**src/rtl/exec_step_controller.sv**
```systemverilog
// Debug run/step controller: gates the pipeline enable from byte commands and reports PC/cycle status on stop, step or halt.
// Latency: an accepted CONT/STEP raises o_enable next cycle; the status record is valid the cycle after the last enabled cycle.
// Backpressure: o_cmd_ready low in STEP/REPORT; REPORT holds until i_report_ready. Optional EXEC_RUN_LIMIT_EN adds RUN_LIMIT/o_timeout.
module exec_step_controller #(
    parameter int          PC_WIDTH  = 32,
    parameter int          CNT_WIDTH = 32,
    parameter logic [7:0]  CMD_CONT  = 8'h43,
    parameter logic [7:0]  CMD_STEP  = 8'h53,
    parameter logic [7:0]  CMD_STOP  = 8'h50
`ifdef EXEC_RUN_LIMIT_EN
    ,
    parameter int          RUN_LIMIT = 1024
`endif
) (
    input  logic                 i_clock,
    input  logic                 i_reset,
    input  logic [7:0]           i_cmd,
    input  logic                 i_cmd_valid,
    output logic                 o_cmd_ready,
    input  logic                 i_halt,
    input  logic [PC_WIDTH-1:0]  i_pc,
    output logic                 o_enable,
    output logic                 o_report_valid,
    input  logic                 i_report_ready,
    output logic [PC_WIDTH-1:0]  o_pc_snapshot,
    output logic [CNT_WIDTH-1:0] o_cycle_count,
    output logic                 o_halted,
`ifdef EXEC_RUN_LIMIT_EN
    output logic                 o_timeout,
`endif
    output logic [2:0]           o_state
);

    typedef enum logic [2:0] {
        S_IDLE   = 3'd0,
        S_RUN    = 3'd1,
        S_STEP   = 3'd2,
        S_REPORT = 3'd3,
        S_HALTED = 3'd4
    } state_t;

    state_t state, state_nxt;
    logic   cmd_acc;
    logic   capture;
    logic   halt_flag;

    assign o_enable       = (state == S_RUN) || (state == S_STEP);
    assign o_report_valid = (state == S_REPORT);
    assign o_cmd_ready    = (state == S_IDLE) || (state == S_RUN) || (state == S_HALTED);
    assign o_state        = state;
    assign cmd_acc        = i_cmd_valid && o_cmd_ready;

`ifdef EXEC_RUN_LIMIT_EN
    logic [31:0] run_cnt;
    logic        limit_hit;
    logic        timeout_set;

    // Counts enabled cycles of the current run; the RUN_LIMIT-th cycle is the last one.
    assign limit_hit = (state == S_RUN) && (run_cnt == 32'(RUN_LIMIT - 1));
`endif

    always_comb begin
        state_nxt = state;
        capture   = 1'b0;
        halt_flag = 1'b0;
`ifdef EXEC_RUN_LIMIT_EN
        timeout_set = 1'b0;
`endif
        case (state)
            S_IDLE: begin
                if (cmd_acc && i_cmd == CMD_CONT) begin
                    state_nxt = S_RUN;
                end else if (cmd_acc && i_cmd == CMD_STEP) begin
                    state_nxt = S_STEP;
                end
            end
            S_RUN: begin
                if (i_halt) begin
                    state_nxt = S_REPORT;
                    capture   = 1'b1;
                    halt_flag = 1'b1;
                end else if (cmd_acc && i_cmd == CMD_STOP) begin
                    state_nxt = S_REPORT;
                    capture   = 1'b1;
`ifdef EXEC_RUN_LIMIT_EN
                end else if (limit_hit) begin
                    state_nxt   = S_REPORT;
                    capture     = 1'b1;
                    timeout_set = 1'b1;
`endif
                end
            end
            S_STEP: begin
                state_nxt = S_REPORT;
                capture   = 1'b1;
                halt_flag = i_halt;
            end
            S_REPORT: begin
                if (i_report_ready) begin
                    state_nxt = o_halted ? S_HALTED : S_IDLE;
                end
            end
            S_HALTED: state_nxt = S_HALTED;
            default:  state_nxt = S_IDLE;
        endcase
    end

    always_ff @(posedge i_clock) begin
        if (!i_reset) begin
            state         <= S_IDLE;
            o_cycle_count <= '0;
            o_pc_snapshot <= '0;
            o_halted      <= 1'b0;
        end else begin
            state <= state_nxt;
            if (o_enable && (o_cycle_count != '1)) begin
                o_cycle_count <= o_cycle_count + 1'b1;
            end
            if (capture) begin
                o_pc_snapshot <= i_pc;
                o_halted      <= halt_flag;
            end
        end
    end

`ifdef EXEC_RUN_LIMIT_EN
    always_ff @(posedge i_clock) begin
        if (!i_reset) begin
            run_cnt   <= '0;
            o_timeout <= 1'b0;
        end else begin
            if (state != S_RUN) begin
                run_cnt <= '0;
            end else begin
                run_cnt <= run_cnt + 1'b1;
            end
            if (timeout_set) begin
                o_timeout <= 1'b1;
            end else if (state == S_IDLE && cmd_acc && (i_cmd == CMD_CONT || i_cmd == CMD_STEP)) begin
                o_timeout <= 1'b0;
            end
        end
    end
`endif

endmodule

```
**config.mk**
```make
export PLATFORM = sky130hd
export DESIGN_NAME = exec_step_controller
export DESIGN_NICKNAME = d
export VERILOG_FILES = /design/src/rtl/exec_step_controller.sv
export SDC_FILE = /design/constraint.sdc
export NUM_CORES = 1
export LEC_CHECK = 0
export CORE_MARGIN = 2
export CORE_UTILIZATION = 47
export CTS_CLUSTER_DIAMETER = 50
export DETAILED_ROUTE_END_ITERATION = 16
export GPL_TIMING_DRIVEN = 0
export PLACE_DENSITY = 0.85
export REMOVE_ABC_BUFFERS = 1
export SLEW_MARGIN = 20
export SYNTH_ARGS = -nofsm -noshare
export SYNTH_HDL_FRONTEND = slang
export SYNTH_SLANG_ARGS = --single-unit
```
**constraint.sdc**
```tcl
create_clock -name i_clock -period 6.9 [get_ports i_clock]
set_clock_uncertainty 0.05 [all_clocks]
set_input_delay 0.69 -clock i_clock [delete_from_list [all_inputs] [get_ports i_clock]]
set_output_delay 0.69 -clock i_clock [all_outputs]
set_load 0.05 [all_outputs]
```
==> results.txt, run 1 <==
drt first pass iters -> 4
#FFs+latches synth -> 68
cell area after technology mapping -> 0.00304 mm2
count of routing violations after the opening detailed-route iteration -> 227
gr ovfl total -> 0
setup bufs post-CTS -> 0
number of global-route vias before repair -> 3009
final number of max-transition violations -> 0
CTS tree -> built
quantity of I/O buffers inserted on ports -> 115
number of flops mapped to enable cells by yosys -> 0
worst slew margin relative to its limit -> 30.6%
Core ar. -> 0.00631 mm2
final net count -> 527
initial antenna violation count -> 0
CTS Hold Bufs -> 0
average wire per standard cell -> 14.7 um
standard-cell row count -> 29
initial cell density of the core -> 48.1%
average footprint of a synthesized cell -> 8.08 um2
Syn-to-layout area delta -> 47.3%
I/O pin cnt -> 116
number of setup violations in the final report -> 0
number of buffers added by the clock tree synthesis step -> 9
number of cells produced by synthesis -> 376
global-route wire length before repair -> 14000 um
Worst setup EP type -> output pin
combined global-route utilization of all metal layers -> 24.0%
largest net degree at the start of global routing -> 51
final worst path period need -> 2980 ps
final hold viol count -> 0
HPWL after detailed placement -> 5960 um
Main synth FF type -> sky130_fd_sc_hd__dfxtp_1
critical path class -> register to output pin
setup repair after global routing missed its margin -> no
CTS sink cnt -> 68
sequential element share of the synthesized area -> 44.8%
clock share of power -> 36.3%
cell with the most instances after synthesis -> sky130_fd_sc_hd__dfxtp_1
leakage -> 1.45 nW
MaxCap Viol Count -> 0
total negative setup slack -> 0 ps
total wirelength of the detailed-routed design -> 8280 um
Die ar. -> 0.00713 mm2
share of post-route cells with drive strength above 1 -> 5.35%
critical path's largest stage delay -> 880 ps
list of cells traversed by the critical path -> xnor2_1, nor2_1, clkdlybuf4s50_1
status -> finished clean
Power Dens Cells -> 223 mW/mm2
fraction of synthesized cell area taken by the top area cell type -> 44.8%
worst vdd rail ir drop -> 0.148 mV
internal power -> 0.703 mW
horizontal die dimension -> 84.4 um
cell types with the largest area share after synthesis -> sky130_fd_sc_hd__dfxtp_1 (45%), sky130_fd_sc_hd__o21ai_0 (8.4%), sky130_fd_sc_hd__nand3_1 (7.7%), sky130_fd_sc_hd__nand2_1 (6.1%), sky130_fd_sc_hd__a21oi_1 (3.6%)
via count -> 3204
die boundary height -> 84.4 um
area leader, netlist -> sky130_fd_sc_hd__dfxtp_1
number of warnings reported in the yosys synthesis log -> 0
share of power burned in registers -> 42.8%
fraction of power consumed by combinational cells -> 20.9%
buffer cell driving the clock tree root -> sky130_fd_sc_hd__clkbuf_8
placer congestion estimate -> 0.837
Switching Fraction -> 29.5%
DR DRC count -> 0
Resized cells post-CTS -> 0
hold crit path type -> register to register
Fmax -> 0.335 GHz
proportion of register bits with asynchronous set or reset after synthesis -> 0%
Critical Path Slowest Stage Cell -> sky130_fd_sc_hd__clkdlybuf4s50_1
fraction of the core area covered by cells at the end of the flow -> 70.9%
number of distinct library cells after synthesis -> 42
transition time of the tightest slew-check pin -> 1040 ps
Switch Pwr -> 0.294 mW
required time at the endpoint of the critical path -> 6160 ps
cell types with the highest counts after synthesis -> sky130_fd_sc_hd__dfxtp_1 (68), sky130_fd_sc_hd__o21ai_0 (51), sky130_fd_sc_hd__nand2_1 (49)
CP arrival -> 2240 ps
Filler Cells Inserted -> 475
fin crit share -> 43.2%
insertion delay to the later sink of the worst-skew pair -> 340 ps
number of vias per cell -> 5.69
launching element type of the critical path -> register
Clk pin slew, worst setup/hold paths -> 70 ps
maximum level of the CTS H-tree -> 3
number of diodes -> 0
maximum fanout along the worst path -> 10
Detail Route Antenna Nets -> 0
Longest Clk Path Bufs -> 2
-- path summary, 6_finish.rpt --
path | from | to | slack (ps) | cells past startpoint
max | o_state[0] | o_enable | 3920 | 3
min | o_pc_snapshot[23] | o_pc_snapshot[23] | 410 | 2
max reg2reg | o_cycle_count[0] | o_cycle_count[3] | 4140 | 6
min reg2reg | o_pc_snapshot[23] | o_pc_snapshot[23] | 410 | 2
-- cells in the final DEF (no fill, tap or decap), types with 2 or more instances in the layout --
master	instances
sky130_fd_sc_hd__clkdlybuf4s50_1	114
sky130_fd_sc_hd__dfxtp_1	68
sky130_fd_sc_hd__o21ai_0	51
sky130_fd_sc_hd__nand2_1	49
sky130_fd_sc_hd__nand3_1	47
sky130_fd_sc_hd__a21oi_1	22
sky130_fd_sc_hd__or3_1	13
sky130_fd_sc_hd__nor2_1	11
sky130_fd_sc_hd__clkbuf_8	10
sky130_fd_sc_hd__inv_1	9
sky130_fd_sc_hd__nand4_1	8
sky130_fd_sc_hd__and4_1	7
sky130_fd_sc_hd__or4_1	7
sky130_fd_sc_hd__o31ai_1	6
sky130_fd_sc_hd__xor2_1	4
sky130_fd_sc_hd__nor4_1	4
sky130_fd_sc_hd__nor3_1	4
sky130_fd_sc_hd__a211oi_1	4
sky130_fd_sc_hd__nand2b_1	4
sky130_fd_sc_hd__and2_1	3
sky130_fd_sc_hd__a31oi_1	3
sky130_fd_sc_hd__mux2i_1	3
sky130_fd_sc_hd__clkinv_2	3
sky130_fd_sc_hd__xnor2_1	2
sky130_fd_sc_hd__and3b_1	2
sky130_fd_sc_hd__or4_4	2
sky130_fd_sc_hd__and3_1	2
sky130_fd_sc_hd__a41oi_1	2
sky130_fd_sc_hd__o211ai_1	2
sky130_fd_sc_hd__bufinv_16	2
sky130_fd_sc_hd__buf_16	2
-- power groups by stage --
stage,clock network (mW),registers [mW],logic [mW]
3_3_place_gp,0,0.434,0.193
3_5_place_dp,0,0.435,0.208
5_1_grt,0.388,0.429,0.220
2_1_floorplan,0,0.499,0.0462
4_1_cts,0.369,0.427,0.209
6_report,0.362,0.427,0.208
-- cell type report --
class                           instances  area [um2]  area share [%]
Inverter                                9        33.8           0.754
Tap cell                               77        96.3            2.15
Multi-Input combinational cell        275        1550            34.6
Sequential cell                        68        1360            30.4
Timing Repair Buffer                  118        1220            27.3
Clock buffer                           11         141            3.16
Clock inverter                          5        75.1            1.68
-- critical path: cells and delay by family, from the launching register on --
kind          cells  cell delay, ps
xor+xnor          1             160
flops             1             530
simple gates      1             330
buf+inv           1             880
-- sequential cells by signal, summed over array words and instances (netlist names) --
register / count
o_pc_snapshot: 32
o_state: 3
o_halted: 1
o_cycle_count: 32
-- through the flow --
step           std cells  worst slack [ps]  instance area (um2)  total power [mW]  hold slack, ps
2_1_floorplan        352              1410                 2930             0.545             617
3_3_place_gp         544               279                 4180             0.627             392
3_5_place_dp         547              4140                 4260             0.643             400
4_1_cts              563              3940                 4480              1.00             411
5_1_grt              563              3880                 4480              1.04             439
6_report             563              3920                 4480             0.997             408
-- cells by family (layout without fill, tap and decap cells) --
logic type / count (synthesis) / in the layout / share of synthesized area [%]
buffers and inverters: 33 / 143 / 4.61
flip-flops: 68 / 68 / 44.8
XOR/XNOR: 6 / 6 / 1.73
multiplexers: 4 / 4 / 1.36
adder cells (fa/ha/maj): 1 / 1 / 0.412
AND/OR/NAND/NOR: 167 / 167 / 28.8
AO/OA/AOI/OAI: 97 / 97 / 18.3
-- per-layer routing --
| metal | track usage (%) | vias up | wire length [um] |
|---|---|---|---|
| met3 | 9.24 | 17 | 775 |
| met2 | 39.0 | 131 | 3800 |
| met1 | 28.7 | 1475 | 3520 |
| met4 | 9.38 | 0 | 177 |
| met5 | 0 | - | 0 |
| li1 | - | 1581 | - |
No activity file was read; power rests on OpenSTA's default activity.
==> run 2: changes to the inputs <==
--- a/config.mk
+++ b/config.mk
@@ -6,11 +6,11 @@
 export NUM_CORES = 1
 export LEC_CHECK = 0
 export CORE_MARGIN = 2
-export CORE_UTILIZATION = 47
+export CORE_UTILIZATION = 44
 export CTS_CLUSTER_DIAMETER = 50
 export DETAILED_ROUTE_END_ITERATION = 16
 export GPL_TIMING_DRIVEN = 0
-export PLACE_DENSITY = 0.85
+export PLACE_DENSITY = 0.8
 export REMOVE_ABC_BUFFERS = 1
 export SLEW_MARGIN = 20
 export SYNTH_ARGS = -nofsm -noshare
==> constraint.sdc (replaced) <==
create_clock -name i_clock -period 2.8 [get_ports i_clock]
set_clock_uncertainty 0.05 [all_clocks]
set_input_delay 0.28 -clock i_clock [delete_from_list [all_inputs] [get_ports i_clock]]
set_output_delay 0.28 -clock i_clock [all_outputs]
set_load 0.05 [all_outputs]
==> results.txt, run 2 (synthesis results as in run 1) <==
status -> finished clean (unchanged)
leakage -> 1.44 nW (was 1.45 nW)
buffer cell driving the clock tree root -> sky130_fd_sc_hd__clkbuf_8 (unchanged)
combined global-route utilization of all metal layers -> 21.5% (was 24.0%)
Worst Hold Margin -> 365 ps (was 408 ps)
Worst setup EP type -> output pin (unchanged)
final net count -> 526 (was 527)
Filler Cells Inserted -> 577 (was 475)
count of routing violations after the opening detailed-route iteration -> 131 (was 227)
placer congestion estimate -> 0.806 (was 0.837)
Switching Fraction -> 29.9% (was 29.5%)
Longest Clk Path Bufs -> 2 (unchanged)
MaxCap Viol Count -> 0 (unchanged)
transition time of the tightest slew-check pin -> 1010 ps (was 1040 ps)
fraction of the core area covered by cells at the end of the flow -> 66.2% (was 70.9%)
maximum fanout along the worst path -> 10 (unchanged)
Setup Slack @ Placement -> 22.0 ps (was 4140 ps)
critical path's largest stage delay -> 890 ps (was 880 ps)
critical path class -> register to output pin (unchanged)
insertion delay to the later sink of the worst-skew pair -> 340 ps (about the same)
Core ar. -> 0.00676 mm2 (was 0.00631 mm2)
highest-count cells in the layout ignoring fill and taps -> sky130_fd_sc_hd__clkdlybuf4s50_1 (114), sky130_fd_sc_hd__dfxtp_1 (68), sky130_fd_sc_hd__o21ai_0 (51), sky130_fd_sc_hd__nand2_1 (49), sky130_fd_sc_hd__nand3_1 (47) (unchanged)
total negative setup slack -> 0 ps (unchanged)
global-route wire length before repair -> 13000 um (was 14000 um)
total placed cells including tap cells -> 549 (was 547)
most frequent standard cell in the layout excluding fill and tap cells -> sky130_fd_sc_hd__clkdlybuf4s50_1 (unchanged)
Critical Path Slowest Stage Cell -> sky130_fd_sc_hd__clkdlybuf4s50_1 (unchanged)
I/O pin cnt -> 116 (unchanged)
Syn-to-layout area delta -> 47.1% (was 47.3%)
combined area of the multi-input logic cells -> 0.00156 mm2 (was 0.00155 mm2)
via count -> 3139 (was 3204)
average wire per standard cell -> 14.3 um (was 14.7 um)
CP arrival -> 2280 ps (was 2240 ps)
Clk pin slew, worst setup/hold paths -> 80 ps (was 70 ps)
number of global-route vias before repair -> 2870 (was 3009)
internal power -> 1.73 mW (was 0.703 mW)
CTS Hold Bufs -> 0 (unchanged)
required time at the endpoint of the critical path -> 2470 ps (was 6160 ps)
clock share of power -> 37.1% (was 36.3%)
number of buffers added by the clock tree synthesis step -> 9 (unchanged)
overall power consumption -> 2.46 mW (was 0.997 mW)
share of post-route cells with drive strength above 1 -> 5.36% (was 5.35%)
gr ovfl total -> 0 (unchanged)
quantity of I/O buffers inserted on ports -> 115 (unchanged)
final worst path period need -> 2610 ps
number of diodes -> 0 (unchanged)
total wirelength of the detailed-routed design -> 8080 um (was 8280 um)
final worst setup slack -> 187 ps (was 3920 ps)
CTS tree -> built (unchanged)
DR DRC count -> 0 (unchanged)
Detail Route Antenna Nets -> 0 (unchanged)
HPWL after detailed placement -> 5800 um (was 5960 um)
die boundary height -> 87.1 um (was 84.4 um)
final number of max-transition violations -> 0 (unchanged)
Power Dens Cells -> 551 mW/mm2 (was 223 mW/mm2)
Switch Pwr -> 0.736 mW (was 0.294 mW)
horizontal die dimension -> 87.1 um (was 84.4 um)
largest net degree at the start of global routing -> 49 (was 51)
launching element type of the critical path -> register (unchanged)
Die ar. -> 0.00759 mm2 (was 0.00713 mm2)
hold crit path type -> input pin to register (was register to register)
initial cell density of the core -> 45.0% (was 48.1%)
number of setup violations in the final report -> 0 (unchanged)
share of power burned in registers -> 42.6% (was 42.8%)
Fmax -> 0.383 GHz
number of cells in the finished layout apart from fillers -> 565 (was 563)
fraction of power consumed by combinational cells -> 20.2% (was 20.9%)
initial antenna violation count -> 0 (unchanged)
number of vias per cell -> 5.56 (was 5.69)
final hold viol count -> 0 (unchanged)
maximum level of the CTS H-tree -> 3 (unchanged)
worst slew margin relative to its limit -> 32.9% (was 30.6%)
list of cells traversed by the critical path -> xnor2_1, nor2_1, clkdlybuf4s50_1 (unchanged)
drt first pass iters -> 4 (unchanged)
worst vdd rail ir drop -> 0.351 mV (was 0.148 mV)
standard-cell row count -> 30 (was 29)
fin crit share -> 93.3%
setup repair after global routing missed its margin -> no (unchanged)
area post-placement -> 0.00424 mm2 (was 0.00426 mm2)
final cell area excluding filler cells -> 0.00447 mm2 (was 0.00448 mm2)
CTS sink cnt -> 68 (unchanged)
register area -> 0.00136 mm2 (unchanged)
==> run 2: cell count changes in the layout (fill, tap and decap cells not counted) <==
cell | previous run | this run
sky130_fd_sc_hd__o31ai_2 | 1 | 0
sky130_fd_sc_hd__clkinv_2 | 3 | 2
sky130_fd_sc_hd__buf_16 | 2 | 1
sky130_fd_sc_hd__clkinvlp_4 | 0 | 1
sky130_fd_sc_hd__o31ai_4 | 0 | 1
sky130_fd_sc_hd__clkbuf_1 | 1 | 0
sky130_fd_sc_hd__inv_6 | 0 | 1
==> run 2: metal layers <==
layer,track usage (%),up-vias,part of all wire [%]
met2,33.8,101,46
li1,-,1580,-
met5,0,-,0
met1,25.6,1442,42
met3,9.38,16,9.4
met4,9.37,0,2.1
==> run 2: repair_timing <==
item,4_1_cts,5_1_grt
setup endpoints to repair,1,0
setup buffers,0,0
resized for setup,1,0
==> run 2: power groups by stage <==
stage / logic, mW / clock network, mW / registers (mW)
after floorplan: 0.114 / 0 / 1.23
after global placement: 0.477 / 0 / 1.07
after detailed placement: 0.497 / 0 / 1.07
after CTS: 0.502 / 0.927 / 1.05
after global routing: 0.529 / 0.968 / 1.06
final: 0.499 / 0.914 / 1.05
==> run 2: worst max-delay path: cells and delay by family (launching register included) <==
family,cells,cell delay (ps)
buf+inv,1,890
flops,1,530
simple gates,1,370
xor+xnor,1,140
==> run 2: area by class of cell <==
class	count	area share, %
multi-input cells	275	34.8
flip-flops and latches	68	30.5
repair buffers	117	26.7
clock buffers	10	3.08
well taps	80	2.24
clock inverters	6	1.93
inverters	9	0.756
==> run 2: final timing paths <==
kind                    start                 to  slack (ps)  depth (start not counted)
max                o_state[0]           o_enable         190                          3
min                   i_reset  o_pc_snapshot[24]         370                          3
max reg2reg  o_cycle_count[0]  o_cycle_count[30]         230                          6
min reg2reg  o_pc_snapshot[0]   o_pc_snapshot[0]         410                          2
==> run 3: changes to the inputs <==
--- a/config.mk
+++ b/config.mk
@@ -5,12 +5,11 @@
 export SDC_FILE = /design/constraint.sdc
 export NUM_CORES = 1
 export LEC_CHECK = 0
-export CORE_MARGIN = 2
-export CORE_UTILIZATION = 44
+export CORE_UTILIZATION = 47
 export CTS_CLUSTER_DIAMETER = 50
 export DETAILED_ROUTE_END_ITERATION = 16
 export GPL_TIMING_DRIVEN = 0
-export PLACE_DENSITY = 0.8
+export PLACE_DENSITY = 0.85
 export REMOVE_ABC_BUFFERS = 1
 export SLEW_MARGIN = 20
 export SYNTH_ARGS = -nofsm -noshare
==> constraint.sdc (replaced) <==
create_clock -name i_clock -period 3.1 [get_ports i_clock]
set_clock_uncertainty 0.05 [all_clocks]
set_input_delay 0.31 -clock i_clock [delete_from_list [all_inputs] [get_ports i_clock]]
set_output_delay 0.31 -clock i_clock [all_outputs]
set_load 0.05 [all_outputs]
==> results.txt, run 3 (synthesis results as in run 1) <==
status -> finished clean (unchanged)
leakage -> 1.41 nW (was 1.44 nW)
routed wl met2 -> 3850 um (was 3750 um)
transition time of the tightest slew-check pin -> 1010 ps (about the same)
gr ovfl total -> 0 (unchanged)
initial cell density of the core -> 50.1% (was 45.0%)
cell count of the worst reg-to-reg path -> 6 (unchanged)
list of cells traversed by the critical path -> ha_1, nand3_1, or4_1, o31ai_2, o21ai_0, a21oi_1 (was xnor2_1, nor2_1, clkdlybuf4s50_1)
final worst path period need -> 2820 ps
combined global-route utilization of all metal layers -> 25.3% (was 21.5%)
CP arrival -> 3030 ps (was 2280 ps)
maximum level of the CTS H-tree -> 3 (unchanged)
highest-count cells in the layout ignoring fill and taps -> sky130_fd_sc_hd__clkdlybuf4s50_1 (114), sky130_fd_sc_hd__dfxtp_1 (68), sky130_fd_sc_hd__o21ai_0 (51), sky130_fd_sc_hd__nand2_1 (49), sky130_fd_sc_hd__nand3_1 (47) (unchanged)
number of vias per cell -> 5.65 (was 5.56)
M1 WL -> 3450 um (was 3400 um)
largest net degree at the start of global routing -> 49 (unchanged)
Power Dens Cells -> 479 mW/mm2 (was 551 mW/mm2)
MaxCap Viol Count -> 0 (unchanged)
Clk pin slew, worst setup/hold paths -> 70 ps (was 80 ps)
initial antenna violation count -> 0 (unchanged)
final hold viol count -> 0 (unchanged)
critical path class -> register to register (was register to output pin)
average wire per standard cell -> 14.8 um (was 14.3 um)
placer congestion estimate -> 0.823 (was 0.806)
HPWL after detailed placement -> 5820 um (was 5800 um)
start point of the critical path -> o_cycle_count[0] (was o_state[0])
launching element type of the critical path -> register (unchanged)
Syn-to-layout area delta -> 45.6% (was 47.1%)
final number of max-transition violations -> 0 (unchanged)
share of post-route cells with drive strength above 1 -> 5.15% (was 5.36%)
insertion delay to the later sink of the worst-skew pair -> 340 ps (about the same)
fin crit share -> 91.1%
FF-to-FF Start -> o_cycle_count[0] (unchanged)
setup bufs post-CTS -> 0 (unchanged)
number of setup violations in the final report -> 0 (unchanged)
area post-placement -> 0.00423 mm2 (was 0.00424 mm2)
worst vdd rail ir drop -> 0.325 mV (was 0.351 mV)
final worst setup slack -> 276 ps (was 187 ps)
CTS sink cnt -> 68 (unchanged)
most frequent standard cell in the layout excluding fill and tap cells -> sky130_fd_sc_hd__clkdlybuf4s50_1 (unchanged)
endpoint of the lowest-slack register-to-register path -> o_cycle_count[3] (was o_cycle_count[30])
CTS Hold Bufs -> 0 (unchanged)
required time at the endpoint of the critical path -> 3310 ps (was 2470 ps)
highest routing layer actually used -> met4 (unchanged)
count of routing violations after the opening detailed-route iteration -> 141 (was 131)
Worst setup EP type -> register (was output pin)
Critical Path Slowest Stage Cell -> sky130_fd_sc_hd__o31ai_2 (was sky130_fd_sc_hd__clkdlybuf4s50_1)
endpoint of the worst hold path -> o_pc_snapshot[16] (was o_pc_snapshot[24])
buffer cell driving the clock tree root -> sky130_fd_sc_hd__clkbuf_8 (unchanged)
startpoint of the worst hold path -> i_reset (unchanged)
Detail Route Antenna Nets -> 0 (unchanged)
hold crit path type -> input pin to register (unchanged)
Met3 Wirelength -> 812 um (was 760 um)
final cell area excluding filler cells -> 0.00442 mm2 (was 0.00447 mm2)
worst slew margin relative to its limit -> 32.8% (was 32.9%)
total wirelength of the detailed-routed design -> 8280 um (was 8080 um)
Setup Slack @ Placement -> 363 ps (was 22.0 ps)
CTS tree -> built (unchanged)
worst hold stages -> 3 (unchanged)
number of diodes -> 0 (unchanged)
Longest Clk Path Bufs -> 2 (unchanged)
number of buffers added by the clock tree synthesis step -> 9 (unchanged)
via count -> 3163 (was 3139)
total negative setup slack -> 0 ps (unchanged)
global-route wire length before repair -> 12800 um (was 13000 um)
number of global-route vias before repair -> 2910 (was 2870)
Resized cells post-CTS -> 0 (was 1)
overall power consumption -> 2.12 mW (was 2.46 mW)
final net count -> 526 (unchanged)
quantity of I/O buffers inserted on ports -> 115 (unchanged)
slack of the worst reg-to-reg path -> 280 ps (was 230 ps)
drt first pass iters -> 4 (unchanged)
horizontal die dimension -> 82.4 um (was 87.1 um)
Die ar. -> 0.00679 mm2 (was 0.00759 mm2)
standard-cell row count -> 28 (was 30)
I/O pin cnt -> 116 (unchanged)
setup repair after global routing missed its margin -> no (unchanged)
DR DRC count -> 0 (unchanged)
critical path's largest stage delay -> 760 ps (was 890 ps)
die boundary height -> 82.4 um (was 87.1 um)
Fmax -> 0.354 GHz
maximum fanout along the worst path -> 15 (was 10)
Core ar. -> 0.00606 mm2 (was 0.00676 mm2)
==> run 3: worst max-delay path, delay by kind of cell, from the launching register on <==
| kind | cells | cell delay (ps) |
|---|---|---|
| AOI/OAI and AO/OA | 3 | 1150 |
| adders and majority gates | 1 | 220 |
| DFF | 1 | 460 |
| and+or+nand+nor | 2 | 860 |
==> run 3: routing by layer <==
layer  vias to the layer above  track usage (%)
met5                         -                0
met4                         0             12.6
met3                        16             10.4
met2                       106             41.0
met1                      1466             28.6
li1                       1575                -
==> run 3: worst max path at each step <==
stage                       endpoint  slack (ps)  cells after the start
detailed placement  o_cycle_count[3]         360                      6
CTS                 o_cycle_count[3]         320                      6
floorplan           o_pc_snapshot[0]       -2390                      4
global placement    o_pc_snapshot[7]       -3160                      5
finish              o_cycle_count[3]         280                      6
global route        o_cycle_count[3]          30                      6
==> run 3: cell type report <==
cell class | count | area, um2
Tap cell | 75 | 93.8
Clock inverter | 6 | 65.1
Timing Repair Buffer | 117 | 1190
Sequential cell | 68 | 1360
Fill cell | 461 | 1640
Inverter | 9 | 33.8
Clock buffer | 10 | 128
Multi-Input combinational cell | 275 | 1550
==> run 3: through the flow <==
stage	hold slack, ps	util (%)	std cells
after floorplan	390	-	352
after global placement	392	68.9	542
after detailed placement	399	69.8	544
after CTS	396	73.0	560
after global routing	424	73.0	560
final	405	73.0	560
==> run 3: power breakdown <==
group / internal [mW] / switching (mW)
registers: 0.915 / 0.0339
logic: 0.168 / 0.283
clock network: 0.370 / 0.349
total: 1.45 / 0.666
